<file path="config.mk">
export PLATFORM = sky130hd
export DESIGN_NAME = ladner_fischer_pipe
export DESIGN_NICKNAME = d
export VERILOG_FILES = /design/src/rtl/ladner_fischer_pipe.sv
export SDC_FILE = /design/constraint.sdc
export NUM_CORES = 1
export LEC_CHECK = 0
export CORE_MARGIN = 5
export CORE_UTILIZATION = 55
export CTS_BUF_LIST = sky130_fd_sc_hd__clkbuf_8
export CTS_CLUSTER_DIAMETER = 200
export DETAILED_ROUTE_END_ITERATION = 10
export GPL_ROUTABILITY_DRIVEN = 0
export HOLD_SLACK_MARGIN = 0.08
export PLACE_DENSITY = 0.77
export SETUP_SLACK_MARGIN = 0.5
export SLEW_MARGIN = 20
export SYNTH_ARGS = -nofsm -noshare
export SYNTH_HDL_FRONTEND = slang
export SYNTH_SLANG_ARGS = --single-unit
</file>
<file path="constraint.sdc">
create_clock -name clk -period 6 [get_ports clk]
set_input_delay 1.2 -clock clk [delete_from_list [all_inputs] [get_ports clk]]
set_output_delay 1.2 -clock clk [all_outputs]
set_load 0.02 [all_outputs]
</file>
<file path="src/rtl/ladner_fischer_pipe.sv">
// Pipelined Ladner-Fischer adder/subtractor with valid/ready flow control.
// A register bank follows every LPS prefix levels, plus one output register after the sum XOR.
module ladner_fischer_pipe #(
   parameter int WIDTH = 32,
   parameter int LPS   = 2
) (
   input  logic             clk,
   input  logic             rst_n,
   input  logic             in_valid,
   output logic             in_ready,
   input  logic [WIDTH-1:0] A,
   input  logic [WIDTH-1:0] B,
   input  logic             Cin,
   input  logic [1:0]       op,
   output logic             out_valid,
   input  logic             out_ready,
   output logic [WIDTH-1:0] S,
   output logic             Cout,
   output logic             V
);

   localparam int LOGW    = $clog2(WIDTH);
   localparam int NLEV    = LOGW + 1;
   localparam int LATENCY = (NLEV + LPS - 1) / LPS + 1;
   localparam int NB      = LATENCY - 1;

   // Handshake: a beat moves on a rising edge when valid && ready; a stalled output
   // (out_valid && !out_ready) freezes every stage, so in_ready = !stall.
   logic stall;

   logic [WIDTH-1:0] bp, bit_p, in_g, in_p;
   logic             c0;

   logic [NB-1:0][WIDTH-1:0] st_g, st_p, st_bp, nx_g, nx_p;
   logic [NB-1:0]            st_c0, st_v;
   logic [WIDTH-1:0]         cg;

   // One prefix level. Levels 1..LOGW build odd-bit groups (pairs, then Sklansky over
   // pairs); level NLEV resolves each even bit from the odd bit just below it.
   function automatic logic [2*WIDTH-1:0] lf_level(input int k,
                                                   input logic [WIDTH-1:0] g,
                                                   input logic [WIDTH-1:0] p);
      logic [WIDTH-1:0] ng, np;
      logic [LOGW-1:0]  ss;
      int               src, j;
      ng = g;
      np = p;
      for (int i = 0; i < WIDTH; i++) begin
         src = -1;
         j   = i / 2;
         if (k == NLEV) begin
            if ((i % 2 == 0) && (i > 0)) src = i - 1;
         end else if (i % 2 == 1) begin
            if (k == 1) src = i - 1;
            else if (((j >> (k - 2)) & 1) == 1)
               src = 2 * (((j >> (k - 2)) << (k - 2)) - 1) + 1;
         end
         ss = LOGW'(src);
         if (src >= 0) begin
            ng[i] = g[i] | (p[i] & g[ss]);
            np[i] = p[i] & p[ss];
         end
      end
      return {ng, np};
   endfunction

   assign stall    = out_valid & ~out_ready;
   assign in_ready = ~stall;

   // Operand conditioning; the carry-in enters bit 0 through a gray cell.
   always_comb begin
      bp      = B ^ {WIDTH{op[0]}};
      c0      = op[1] ? Cin : op[0];
      bit_p   = A ^ bp;
      in_g    = A & bp;
      in_g[0] = in_g[0] | (bit_p[0] & c0);
      in_p    = bit_p;
   end

   always_comb begin
      logic [WIDTH-1:0] tg, tp;
      nx_g = '0;
      nx_p = '0;
      tg   = in_g;
      tp   = in_p;
      for (int k = 1; k <= LPS; k++)
         if (k <= NLEV) {tg, tp} = lf_level(k, tg, tp);
      nx_g[0] = tg;
      nx_p[0] = tp;
      for (int b = 1; b < NB; b++) begin
         tg = st_g[b-1];
         tp = st_p[b-1];
         for (int k = b * LPS + 1; k <= (b + 1) * LPS; k++)
            if (k <= NLEV) {tg, tp} = lf_level(k, tg, tp);
         nx_g[b] = tg;
         nx_p[b] = tp;
      end
   end

   // Resolved group carries; the P&c0 term is redundant because c0 already sits in g[0].
   assign cg = st_g[NB-1] | (st_p[NB-1] & {WIDTH{st_c0[NB-1]}});

   always_ff @(posedge clk) begin
      if (!rst_n) begin
         st_v      <= '0;
         out_valid <= 1'b0;
         S         <= '0;
         Cout      <= 1'b0;
         V         <= 1'b0;
      end else if (!stall) begin
         st_v[0]  <= in_valid;
         st_bp[0] <= bit_p;
         st_c0[0] <= c0;
         st_g     <= nx_g;
         st_p     <= nx_p;
         for (int b = 1; b < NB; b++) begin
            st_v[b]  <= st_v[b-1];
            st_bp[b] <= st_bp[b-1];
            st_c0[b] <= st_c0[b-1];
         end
         out_valid <= st_v[NB-1];
         S         <= st_bp[NB-1] ^ {cg[WIDTH-2:0], st_c0[NB-1]};
         Cout      <= cg[WIDTH-1];
         V         <= cg[WIDTH-2] ^ cg[WIDTH-1];
      end
   end

endmodule
</file>
After elaboration in Yosys (flattened, before gate mapping)

Index checks and enable logic that the tools add are counted.

Flip-flop bits (word level): 329
Output and inout port bits: 36
Bits in latches: 0
Memory bits (read-only): 0
Memories: 0
RAM bits: 0
Logic and storage cells: 218
Input port bits: 71

Equality and inequality tests: 0
Div/mod/pow operators: 0
Shift operators: 0
Multiplexer cells: 1
$add $sub $neg: 0
Bitwise logic cells: 201
Reduce and logical (&&, ||, !) cells: 1
Multipliers: 0
$lt $le $gt $ge: 0

Operators with widths:

| operator            | number |
|---|---|
| AND 1 bit           | 128 |
| XOR 32 bit          | 3 |
| AND 32 bit          | 2 |
| OR 1 bit            | 64 |
| OR 32 bit           | 1 |
| inverter 1 bit      | 2 |
| AND reduction 2 bit | 1 |
| two-way mux 1 bit   | 1 |
| XOR 1 bit           | 1 |

Depth between registers and ports, before layout

Word-level depth: 8
Depth in mapped cells: 7
Depth with buffers taken out: 5

Worst setup path before layout

OpenSTA, ideal clock, no wires.

Kind: in2reg
From: in rst_n
To: reg st_g, in the netlist nx_g[32] (enable)
Path buffers: 3
Stages: 4
Setup time: 416 ps
Slack: 2629 ps
Arrival time: 2955 ps
Required time: 5584 ps
Cells stage by stage: clkbuf_1 -> and2_4 -> buf_6 -> buf_6

Longest elaborated chain between the ends: 1

Ends and longest elaborated chain:

| what                                 | RTL line | source |
|---|---|---|
| start: declaration                   | 8        | `input logic rst_n,` |
| AND reduction 2 bit (no source line) | -        |  |
| end signal: assignment               | 114      | `st_g <= nx_g;` |
| end: declaration                     | 34       | `logic [NB-1:0][WIDTH-1:0] st_g, st_p, st_bp, nx_g, nx_p;` |

Every way passes these cells.
A chain may end at the register's enable or synchronous reset.

Worst setup path in the final report

From: in out_ready
To: out in_ready

Longest elaborated chain between the ends: 3

Ends and longest elaborated chain:

| what                            | RTL line | source |
|---|---|---|
| start: declaration              | 16       | `input logic out_ready,` |
| inverter 1 bit                  | 67       | `assign stall = out_valid & ~out_ready;` |
| AND 1 bit                       | 67       |  |
| inverter 1 bit (no source line) | -        |  |
| end: declaration                | 10       | `output logic in_ready,` |

Every way passes these cells.

==> results.md <==
* Worst-Skew Late Latency at 0.53 ns
* FMAX at 260 MHz
* Hold path depth at 0
* Ant. Diodes at 0
* Worst vdd ir at 0.132 mV
* Critical-path top delay cell: clkdlybuf4s50_1
* Routed via count at 5288
* Total wire length at 16500 um
* Drt via density at 5.06
* Share of cells above drive strength 1 at 7.68%
* Layout Skew at 0.0172 ns
* Largest net degree at the start of global routing at 133
* Max Root-Sink Buffers at 3
* WL per Instance at 15.8 um
* WP data arrival at 2.64 ns
* CTS H-tree depth at 2
* Crit. End Element: output pin
* DRT met1 WL at 6680 um
* Met2 routed WL at 8540 um
* Post-route DRC violation count at 0
* Period utilisation layout at 64.0%
* Initial Util at 56.1%
* Worst-Margin Slew at 1.02 ns
* Core Region at 19500 um2
* Reg2Reg Setup Slack at 3.56 ns
* Number of global-route vias before repair at 5665
* CP cell instances: clkdlybuf4s50_1, nor2b_2, inv_2, clkdlybuf4s50_1
* Synth Register Bits at 296
* Die W at 151 um
* Worst Min Path Start: st_bp[15]$_DFFE_PP_
* Max_slew headroom at 31.8%
* Outcome: finished clean
* RSZ-0062 raised after global routing: no
* Wire length of the first global-routing pass at 26700 um
* Layout fillers at 1309
* Worst reg2reg startpoint: out_valid$_SDFFE_PN0N_
* Final setup vio count at 0
* Row cnt at 51
* Hold Vio Cnt, Final at 0
* Leak at 5.07 nW
* Max Cap Violations at 0
* Critical Path Fanout Max at 11
* CTS Sinks at 296
* CP peak stage delay at 0.57 ns
* Post-CTS Hold Buffers at 0
* Num CTS Buffers at 45
* Post_cts resized at 0
* Total grt overflow at 0
* Area Overhead vs Synth at 19.1%
* Reg-to-reg endpoint: nx_g[46]$_DFFE_PP_
* Clock tree from TritonCTS: yes
* Cell count of the worst reg-to-reg path at 4
* Overall routing resource usage at 14.8%
* Routed Antenna Nets at 0
* Pwr dens at 332 nW/um2
* Port Buf Inserts at 106
* CTS root buf: clkbuf_8
* Slew Limit Fails at 0
* Reg clk slew, reported paths at 0.06 ns
* Top Layer Used: met4
* Seq/Total Area, Yosys at 77.7%
* Net Count, Synth at 716
* Final hold slack at 0.414 ns
* Top Ports at 107
* Die area at 22800 um2
* Die H at 151 um
* Crit path launch type: input pin
* Hold EP: st_bp[47]$_DFFE_PP_
* Kind of critical path: in2out
* Syn Area/Cell at 17.9 um2
* First DRT Iteration DRCs at 316
* Fin Setup TNS at 0 ns
* 1st-pass router iterations at 6
* Post-Synthesis Cells at 612
* WP data required at 4.80 ns
* Distinct cells, synth at 27
* Setup bufs post-CTS at 0
* Hpwl dp at 10700 um
* Ys Warns at 0
* Critical Path Most Common Cell: clkdlybuf4s50_1
* WL met3 at 886 um
* Initial antenna violation count at 0
* Synthesized area at 10900 um2
* Hold crit path type: reg2reg
* Final min period at 3.84 ns
* Final net count at 854
==> worst max path at each step <==
stage | slack (ns) | to | startpoint
3_3_place_gp | 2.24 | in_ready | out_ready
3_5_place_dp | 2.16 | in_ready | out_ready
4_1_cts | 2.15 | in_ready | out_ready
2_1_floorplan | 2.63 | nx_g[32]$_DFFE_PP_ | rst_n
6_report | 2.16 | in_ready | out_ready
5_1_grt | 2.10 | in_ready | out_ready
==> cell usage after synthesis <==
library cell    n  area, um2
dfxtp_1        38        761
o21ai_0         3       15.0
a21oi_1        33        165
a21boi_0        5       37.5
nor2b_2         1       8.76
xnor2_1        31        272
and2_1         33        206
o211a_1         1       10.0
buf_2          10       50.1
edfxtp_1      258       7750
a211oi_1        1       7.51
buf_6           4       45.0
inv_2           1       3.75
and2_4          1       8.76
clkbuf_1        4       15.0
o211ai_1        1       7.51
a22o_1         30        263
or3_1           1       6.26
and3_1         19        119
ha_1           33        413
o21a_1          1       7.51
nand2_1        10       37.5
nand3_1         1       5.00
buf_4           1       7.51
a21o_1         58        435
mux2_2          1       11.3
xor2_1         32        280
==> sequential cells by signal, summed over array words and instances, names as in the netlist <==
name	cells
st_p	51
Cout	1
st_c0	3
out_valid	1
V	1
st_bp	96
S	32
nx_p	12
st_v	3
st_g	67
nx_g	29
==> where the power goes <==
part	internal, mW	leakage, nW	switching (mW)	total, mW
Sequential	2.46	2.86	0.0739	2.53
Combinational	0.198	1.74	0.188	0.386
Clock	0.719	0.471	0.687	1.41
Total	3.37	5.07	0.949	4.32
==> per-layer routing <==
metal,vias up,GRT usage [%]
met5,-,0
met4,0,6.30
met3,34,3.65
met2,112,25.9
met1,2526,17.5
li1,2616,-
==> kinds of logic after synthesis <==
family                     count (synthesis)  share of synthesized area [%]
DFF                                      296                           77.7
AOI/OAI and AO/OA                        133                           8.66
and+or+nand+nor                           66                           3.58
xor gates and xnor gates                  63                           5.04
adders and majority gates                 33                           3.77
buffers and inverters                     20                           1.11
muxes                                      1                          0.103
==> metrics by stage <==
| stage | instance area, um2 | instances | total power, mW | setup slack, ns | utilization [%] |
|---|---|---|---|---|---|
| floorplan | 10900 | 612 | 2.79 | 2.63 | - |
| global placement | 12300 | 968 | 2.94 | 2.24 | 62.8 |
| detailed placement | 12300 | 968 | 2.96 | 2.16 | 62.8 |
| CTS | 13000 | 1046 | 4.37 | 2.15 | 66.8 |
| global route | 13000 | 1046 | 4.53 | 2.10 | 66.8 |
| finish | 13000 | 1046 | 4.32 | 2.16 | 66.8 |
==> cells in the final DEF (no fill, tap or decap), types with 2 or more instances in the layout <==
master           netlist  routed
and3_1                19      19
clkbuf_8               0      47
clkinv_2               0       3
ha_1                  33      33
a21o_1                58      58
o21ai_0                3       3
buf_4                  1       2
inv_1                  0      21
xor2_1                32      32
a22o_1                30      30
nand2_1               10      10
edfxtp_1             258     258
a21boi_0               5       5
clkinv_1               0       6
clkdlybuf4s50_1        0     105
xnor2_1               31      31
buf_12                 0       2
a21oi_1               33      33
dfxtp_1               38      38
and2_1                33      33
==> final cells by class <==
type	instances	area (um2)	share of cell area, %
Clock buffer	47	647	4.96
Clock inverter	31	124	0.950
Inverter	1	3.75	0.0288
Multi-Input combinational cell	296	2320	17.8
Sequential cell	296	8510	65.2
Tap cell	265	332	2.54
Timing Repair Buffer	110	1110	8.52
==> worst max-delay path: cells and delay by family <==
family,cells,cell delay [ns]
buffers and inverters,3,1.15
AND/OR/NAND/NOR,1,0.28
Note: power is estimated with default switching activity, not from simulation.
